**config.mk**
```make
export PLATFORM = sky130hd
export DESIGN_NAME = ntt_arbiter
export DESIGN_NICKNAME = d
export VERILOG_FILES = /design/src/rtl/ntt_pkg.sv /design/src/rtl/ntt_arb_pick.sv /design/src/rtl/ntt_arbiter.sv
export SDC_FILE = /design/constraint.sdc
export NUM_CORES = 1
export LEC_CHECK = 0
export ABC_AREA = 1
export CAP_MARGIN = 20
export CORE_MARGIN = 5
export CORE_UTILIZATION = 40
export DETAILED_ROUTE_END_ITERATION = 10
export DONT_BUFFER_PORTS = 1
export PLACE_DENSITY = 0.54
export SLEW_MARGIN = 20
export SYNTH_ARGS = -nofsm -noshare
export SYNTH_HDL_FRONTEND = slang
export SYNTH_SLANG_ARGS = --single-unit
```
**constraint.sdc**
```tcl
create_clock -name i_clk -period 1.25 [get_ports i_clk]
set_input_delay 0.0625 -clock i_clk [delete_from_list [all_inputs] [get_ports i_clk]]
set_output_delay 0.0625 -clock i_clk [all_outputs]
set_load 0.02 [all_outputs]
```
**src/rtl/ntt_pkg.sv**
```systemverilog
// Shared types and constants for the NTT path and its request arbiter.
package ntt_pkg;

   localparam int unsigned KYBER_N = 256;
   localparam int unsigned KYBER_Q = 3329;

   typedef logic signed [15:0] coeff_t;

   typedef enum logic [1:0] {
      ST_IDLE  = 2'd0,
      ST_LOAD  = 2'd1,
      ST_DRAIN = 2'd2
   } ntt_arb_state_e;

endpackage

```
**src/rtl/ntt_arb_pick.sv**
```systemverilog
// Combinational requester selector: scans requests starting at the pointer
// and returns a one-hot grant plus its index. A pointer tied to zero gives
// plain lowest-index-first priority.
module ntt_arb_pick #(
   parameter int unsigned N_REQ = 2,
   parameter int unsigned PW    = (N_REQ > 1) ? $clog2(N_REQ) : 1
) (
   input  logic [N_REQ-1:0] req_i,
   input  logic [PW-1:0]    ptr_i,
   output logic [N_REQ-1:0] gnt_c_o,
   output logic [PW-1:0]    idx_c_o,
   output logic             any_c_o
);

   logic [PW:0]   sum;
   logic [PW-1:0] cand;

   // Rotating first-hit search, modulo N_REQ
   always_comb begin
      gnt_c_o = '0;
      idx_c_o = '0;
      any_c_o = 1'b0;
      sum     = '0;
      cand    = '0;
      for (int unsigned i = 0; i < N_REQ; i++) begin
         sum = {1'b0, ptr_i} + (PW+1)'(i);
         if (sum >= (PW+1)'(N_REQ)) begin
            sum = sum - (PW+1)'(N_REQ);
         end
         cand = sum[PW-1:0];
         if (!any_c_o && req_i[cand]) begin
            gnt_c_o[cand] = 1'b1;
            idx_c_o       = cand;
            any_c_o       = 1'b1;
         end
      end
   end

endmodule

```
**src/rtl/ntt_arbiter.sv**
```systemverilog
// Time-shares one streaming ntt core between N_REQ requesters: grants one,
// streams its COEFF_N coefficients into the core, then returns the COEFF_N
// results to it. Define NTT_ARB_RR_EN for round-robin selection; otherwise
// the lowest requesting index wins.
module ntt_arbiter
   import ntt_pkg::*;
#(
   parameter int unsigned N_REQ   = 2,
   parameter int unsigned COEFF_N = 256,
   parameter int unsigned DW      = 16
) (
   input  logic                i_clk,
   input  logic                i_rst_n,
   input  logic [N_REQ-1:0]    i_req,
   input  logic [N_REQ-1:0]    i_req_intt,
   input  logic [N_REQ*DW-1:0] i_req_data,
   output logic [N_REQ-1:0]    o_gnt,
   output logic [N_REQ-1:0]    o_ld,
   output logic [N_REQ-1:0]    o_rsp_valid,
   output logic [DW-1:0]       o_rsp_data,
   output logic [N_REQ-1:0]    o_done,
   output logic                o_busy,
   output logic                o_err,
   output logic                o_core_ready,
   output logic                o_core_intt,
   output logic [DW-1:0]       o_core_data,
   input  logic                i_core_valid,
   input  logic [DW-1:0]       i_core_data
);

   localparam int unsigned PW = (N_REQ > 1) ? $clog2(N_REQ) : 1;
   localparam int unsigned CW = $clog2(COEFF_N);
   localparam logic [CW-1:0] CNT_LAST = CW'(COEFF_N - 1);

   ntt_arb_state_e state_q, state_d;

   logic [CW-1:0]    cnt_q, cnt_d;
   logic [PW-1:0]    w_q, w_d;
   logic [N_REQ-1:0] gnt_q, gnt_d;
   logic             intt_q, intt_d;
   logic [DW-1:0]    core_data_q, core_data_d;
   logic             core_ready_q, core_ready_d;
   logic [DW-1:0]    rsp_data_q, rsp_data_d;
   logic [N_REQ-1:0] rsp_valid_q, rsp_valid_d;
   logic [N_REQ-1:0] done_q, done_d;
   logic             busy_q, busy_d;
   logic             err_q, err_d;

   logic [N_REQ-1:0] pick_gnt_c;
   logic [PW-1:0]    pick_idx_c;
   logic             pick_any_c;
   logic [PW-1:0]    pick_ptr_c;
   logic [DW-1:0]    req_sel_c;

   ntt_arb_pick #(
      .N_REQ (N_REQ),
      .PW    (PW)
   ) u_pick (
      .req_i   (i_req),
      .ptr_i   (pick_ptr_c),
      .gnt_c_o (pick_gnt_c),
      .idx_c_o (pick_idx_c),
      .any_c_o (pick_any_c)
   );

`ifdef NTT_ARB_RR_EN
   logic [PW-1:0] ptr_q, ptr_d;

   // Pointer advances past the winner on every grant
   always_comb begin
      ptr_d = ptr_q;
      if (state_q == ST_IDLE && pick_any_c) begin
         ptr_d = (pick_idx_c == PW'(N_REQ - 1)) ? '0 : pick_idx_c + PW'(1);
      end
   end

   // Round-robin pointer register
   always_ff @(posedge i_clk or negedge i_rst_n) begin
      if (!i_rst_n) begin
         ptr_q <= '0;
      end else begin
         ptr_q <= ptr_d;
      end
   end

   assign pick_ptr_c = ptr_q;
`else
   assign pick_ptr_c = '0;
`endif

   // Coefficient of the current winner
   always_comb begin
      req_sel_c = '0;
      for (int unsigned k = 0; k < N_REQ; k++) begin
         if (w_q == PW'(k)) begin
            req_sel_c = i_req_data[k*DW +: DW];
         end
      end
   end

   // State register
   always_ff @(posedge i_clk or negedge i_rst_n) begin
      if (!i_rst_n) begin
         state_q <= ST_IDLE;
      end else begin
         state_q <= state_d;
      end
   end

   // Next-state: grant, COEFF_N load beats, COEFF_N result beats
   always_comb begin
      state_d = state_q;
      case (state_q)
         ST_IDLE:  if (pick_any_c) state_d = ST_LOAD;
         ST_LOAD:  if (cnt_q == CNT_LAST) state_d = ST_DRAIN;
         ST_DRAIN: if (i_core_valid && cnt_q == CNT_LAST) state_d = ST_IDLE;
         default:  state_d = ST_IDLE;
      endcase
   end

   // Output and datapath next values
   always_comb begin
      cnt_d        = cnt_q;
      w_d          = w_q;
      gnt_d        = gnt_q;
      intt_d       = intt_q;
      core_data_d  = core_data_q;
      core_ready_d = 1'b0;
      rsp_data_d   = rsp_data_q;
      rsp_valid_d  = '0;
      done_d       = '0;
      // Core output is only expected while draining; anything else is dropped
      err_d        = err_q | (i_core_valid && state_q != ST_DRAIN);
      case (state_q)
         ST_IDLE: begin
            if (pick_any_c) begin
               gnt_d  = pick_gnt_c;
               w_d    = pick_idx_c;
               intt_d = i_req_intt[pick_idx_c];
               cnt_d  = '0;
            end
         end
         ST_LOAD: begin
            core_data_d  = req_sel_c;
            core_ready_d = 1'b1;
            cnt_d        = cnt_q + CW'(1);
         end
         ST_DRAIN: begin
            if (i_core_valid) begin
               rsp_data_d  = i_core_data;
               rsp_valid_d = gnt_q;
               cnt_d       = cnt_q + CW'(1);
               if (cnt_q == CNT_LAST) begin
                  done_d = gnt_q;
                  gnt_d  = '0;
                  intt_d = 1'b0;
               end
            end
         end
         default: begin
            gnt_d  = '0;
            intt_d = 1'b0;
         end
      endcase
      // Busy covers the done cycle so it falls the cycle after the pulse
      busy_d = (state_d != ST_IDLE) || (done_d != '0);
   end

   // Registered outputs and datapath
   always_ff @(posedge i_clk or negedge i_rst_n) begin
      if (!i_rst_n) begin
         cnt_q        <= '0;
         w_q          <= '0;
         gnt_q        <= '0;
         intt_q       <= 1'b0;
         core_data_q  <= '0;
         core_ready_q <= 1'b0;
         rsp_data_q   <= '0;
         rsp_valid_q  <= '0;
         done_q       <= '0;
         busy_q       <= 1'b0;
         err_q        <= 1'b0;
      end else begin
         cnt_q        <= cnt_d;
         w_q          <= w_d;
         gnt_q        <= gnt_d;
         intt_q       <= intt_d;
         core_data_q  <= core_data_d;
         core_ready_q <= core_ready_d;
         rsp_data_q   <= rsp_data_d;
         rsp_valid_q  <= rsp_valid_d;
         done_q       <= done_d;
         busy_q       <= busy_d;
         err_q        <= err_d;
      end
   end

   // Load strobe follows the state so the requester sees it in the same cycle
   assign o_ld         = (state_q == ST_LOAD) ? gnt_q : '0;
   assign o_gnt        = gnt_q;
   assign o_rsp_valid  = rsp_valid_q;
   assign o_rsp_data   = rsp_data_q;
   assign o_done       = done_q;
   assign o_busy       = busy_q;
   assign o_err        = err_q;
   assign o_core_ready = core_ready_q;
   assign o_core_intt  = intt_q;
   assign o_core_data  = core_data_q;

endmodule
```
==> impl_results.md <==
* H-tree depth at 2
* Sequential share of power at 60.8%
* Routed Antenna Nets at 0
* Avg WL per Cell at 16.7 um
* Final setup vio count at 48
* Diodes inserted at 0
* Finished Layout Cells at 445
* Worst Setup Start Kind: flop
* Core area at 0.00596 mm^2
* WHS at -559 ps
* Register area share after synthesis at roughly 54%
* CTS tree: yes
* Top-count cell post-synth: nand2_1
* Skew final at 5.48 ps
* I/O Pins at 99
* Area share of the largest cell type after synthesis at between 50% and 60%
* Final Cell Area at 0.00393 mm^2
* # fillers at 442
* Initial core utilization at 41.2%
* Clock Path Buffers at 2
* Synth warnings at 0
* Placed Instances at 370
* Synth top cells by count: 116 x nand2_1, 53 x dfrtp_1, 20 x nor2_1
* DIE HEIGHT at 88.4 um
* R2r startpoint: state_q[1]
* Post-synth top flop: dfrtp_1
* Crit-path max FO at 5
* Vias/cell at 5.05
* Fin worst setup slack at -142 ps
* Sw frac at 23.7%
* Max Fclk at 718 MHz
* Vias after detailed routing at 2,247
* Total Wirelength at 7.44 mm
* Post-synth EDFFs at 0
* Hpwl dp at just over 4 mm
* Pre-CTS WS at -145 ps
* Ratio of cells with drive above 1 in the final layout at 34.1%
* Final Wtd Congestion at 0.792
* Area of the multi-input gates at 0.00144 mm^2
* Unrepaired setup endpoints after global routing: true
* Max Transition Viols Final at 0
* Syn_nets at 349
* Cell Area, Synth at roughly 0.0025 mm^2
* # port buffers at 0
* Final Hold Violating Endpoints at 53
* Yosys top cell by area: dfrtp_1
* Power Dens Cells at 756 mW/mm^2
* CTS Hold Buffers Added at 51
* Seq. cell area at 0.00133 mm^2
* Crit share post-route at 111%
* Gr usage total at approximately 18%
* Largest net degree at the start of global routing at 54
* FF+latch count, synth at 53
* Remaining global-route overflow at 0
* Syn_area_per_cell at 8.50 um^2
* Critical Path Start: state_q[1]
* Rows at 28
* Number of global-route vias before repair at 2,187
* First-pass GRT wire length at about 11 mm
* TritonCTS buffer count at 5
* Max VDD drop at 0.000488 V
* Clock period minus worst slack at 1390 ps
* Internal Power at about 2.3 mW
* Full die area at slightly below 0.008 mm^2
* Distinct cells, synth at 28
* Crit path kind: reg -> reg
* Comb power frac at 6.6%
* CP arrival at 1600 ps
* WP data required at approximately 1500 ps
* DRT Pass-1 Iters at 4
* Initial antenna violation count at 0
* Clock power share at 32.6%
* Chip width at 88.4 um
* Area growth syn-to-layout at 60.1%
* Top post-synthesis cells by area: dfrtp_1 54%, nand2_1 18%, a31oi_1 4.1%
* Switching Power at between 0.7 and 0.8 mW
* Final Util at 66.0%
* MaxCap Viol Count at 0
* Leak at 1.88 nW
* Hold WC Path Type: in -> async
* Initial DRC Count at 48
* Root buffer cell: clkbuf_8
* Synth Instances at 289
* Total clock sinks at 53
* Outcome: finished, violations left
* Ys async rst share at 100%
* Reg clk slew, reported paths at roughly 100 ps
* Slew headroom at 79.2%
* DP Area at 0.00265 mm^2
* DRC errors left at 0
* Skew-Pair Late Insertion Delay at 300 ps
* Crit end category: flop
* # nets final at 429
* Failing checks: negative hold slack, negative setup slack
* Tightest Pin Transition at 312 ps
-- area by class of cell --
| type | instances | area share [%] |
|---|---|---|
| well taps | 75 | 2.39 |
| inverters | 22 | 2.61 |
| multi-input cells | 205 | 36.6 |
| clock buffers | 6 | 1.85 |
| flip-flops and latches | 53 | 33.7 |
| repair buffers | 82 | 22.5 |
| clock inverters | 2 | 0.382 |
-- critical path, stage by stage, from the launching register on --
cell and delay, ps:
dfrtp_1 430, buf_6 130, ha_4 170, or2_1 230, nand2_1 80, nand2_2 60
a21oi_2 130, nand2_1 60
-- through the flow --
| stage | setup TNS, ps | power [mW] |
|---|---|---|
| after floorplan | -161 | 1.85 |
| after global placement | -1460 | 1.86 |
| after detailed placement | -2220 | 1.86 |
| after CTS | -1890 | 2.97 |
| after global routing | -6050 | 3.10 |
| final | -3480 | 2.97 |
-- power by group through the flow --
stage                     Sequential (mW)  Clock, mW  Combinational (mW)
after floorplan                      1.82          0              0.0304
after global placement               1.83          0              0.0337
after detailed placement             1.83          0              0.0354
after CTS                            1.79       1.01               0.170
after global routing                 1.81       1.08               0.210
final                                1.81      0.969               0.198
-- logic make-up after synthesis --
group | after synthesis | synth area share [%]
fa+ha+maj | 5 | 2.55
flops | 53 | 54.0
buf+inv | 32 | 5.55
compound gates | 35 | 8.97
simple gates | 164 | 28.9
-- registers in the layout, summed over array words and instances (netlist names), 2 cells and up --
register     cells
o_done           2
o_rsp_data      16
o_gnt            2
state_q          2
o_rsp_valid      2
o_core_data     16
cnt_q            8
-- final timing paths --
kind	to	slack, ps	cells past startpoint
worst max-delay path	o_busy	-140	7
worst min-delay path	cnt_q[0]	-560	0
worst max register to register	o_busy	-140	7
worst min register to register	w_q	530	2
max in group asynchronous	o_core_data[5]	1720	0
min in group i_clk	o_core_intt	10	2
-- repair_timing --
item,in CTS,in global routing
cloned,2,3
buffers inserted,9,3
gates resized for setup,38,83
pin swaps,20,25
endpoints found under the setup margin,38,51
hold endpoints to repair,90,53
-- layer usage --
metal	track usage, %	up-vias	wire length (um)
li1	-	1082	-
met5	0	-	0
met1	21.8	1088	2910
met2	29.2	65	3860
met4	5.77	0	116
met3	5.40	12	551
-- layout by cell type (no fill, tap or decap), types with 3 or more instances in the layout --
master         instances
nand3_1                6
nor2_1                 4
clkbuf_16              3
a31oi_4                5
a21oi_1                3
nand2_1               83
buf_6                  5
buf_12                 4
o21ai_2                3
o21ai_1                4
o21bai_1               3
nand2_2               25
nand2_4               14
inv_4                  3
nor2_4                19
a21oi_2                3
dfrtp_1               53
buf_4                 18
inv_2                  5
nand4_1                6
inv_1                 13
clkbuf_8               5
a31oi_1               10
ha_4                   3
dlygate4sd3_1         51
No activity file was read; power rests on OpenSTA's default activity.
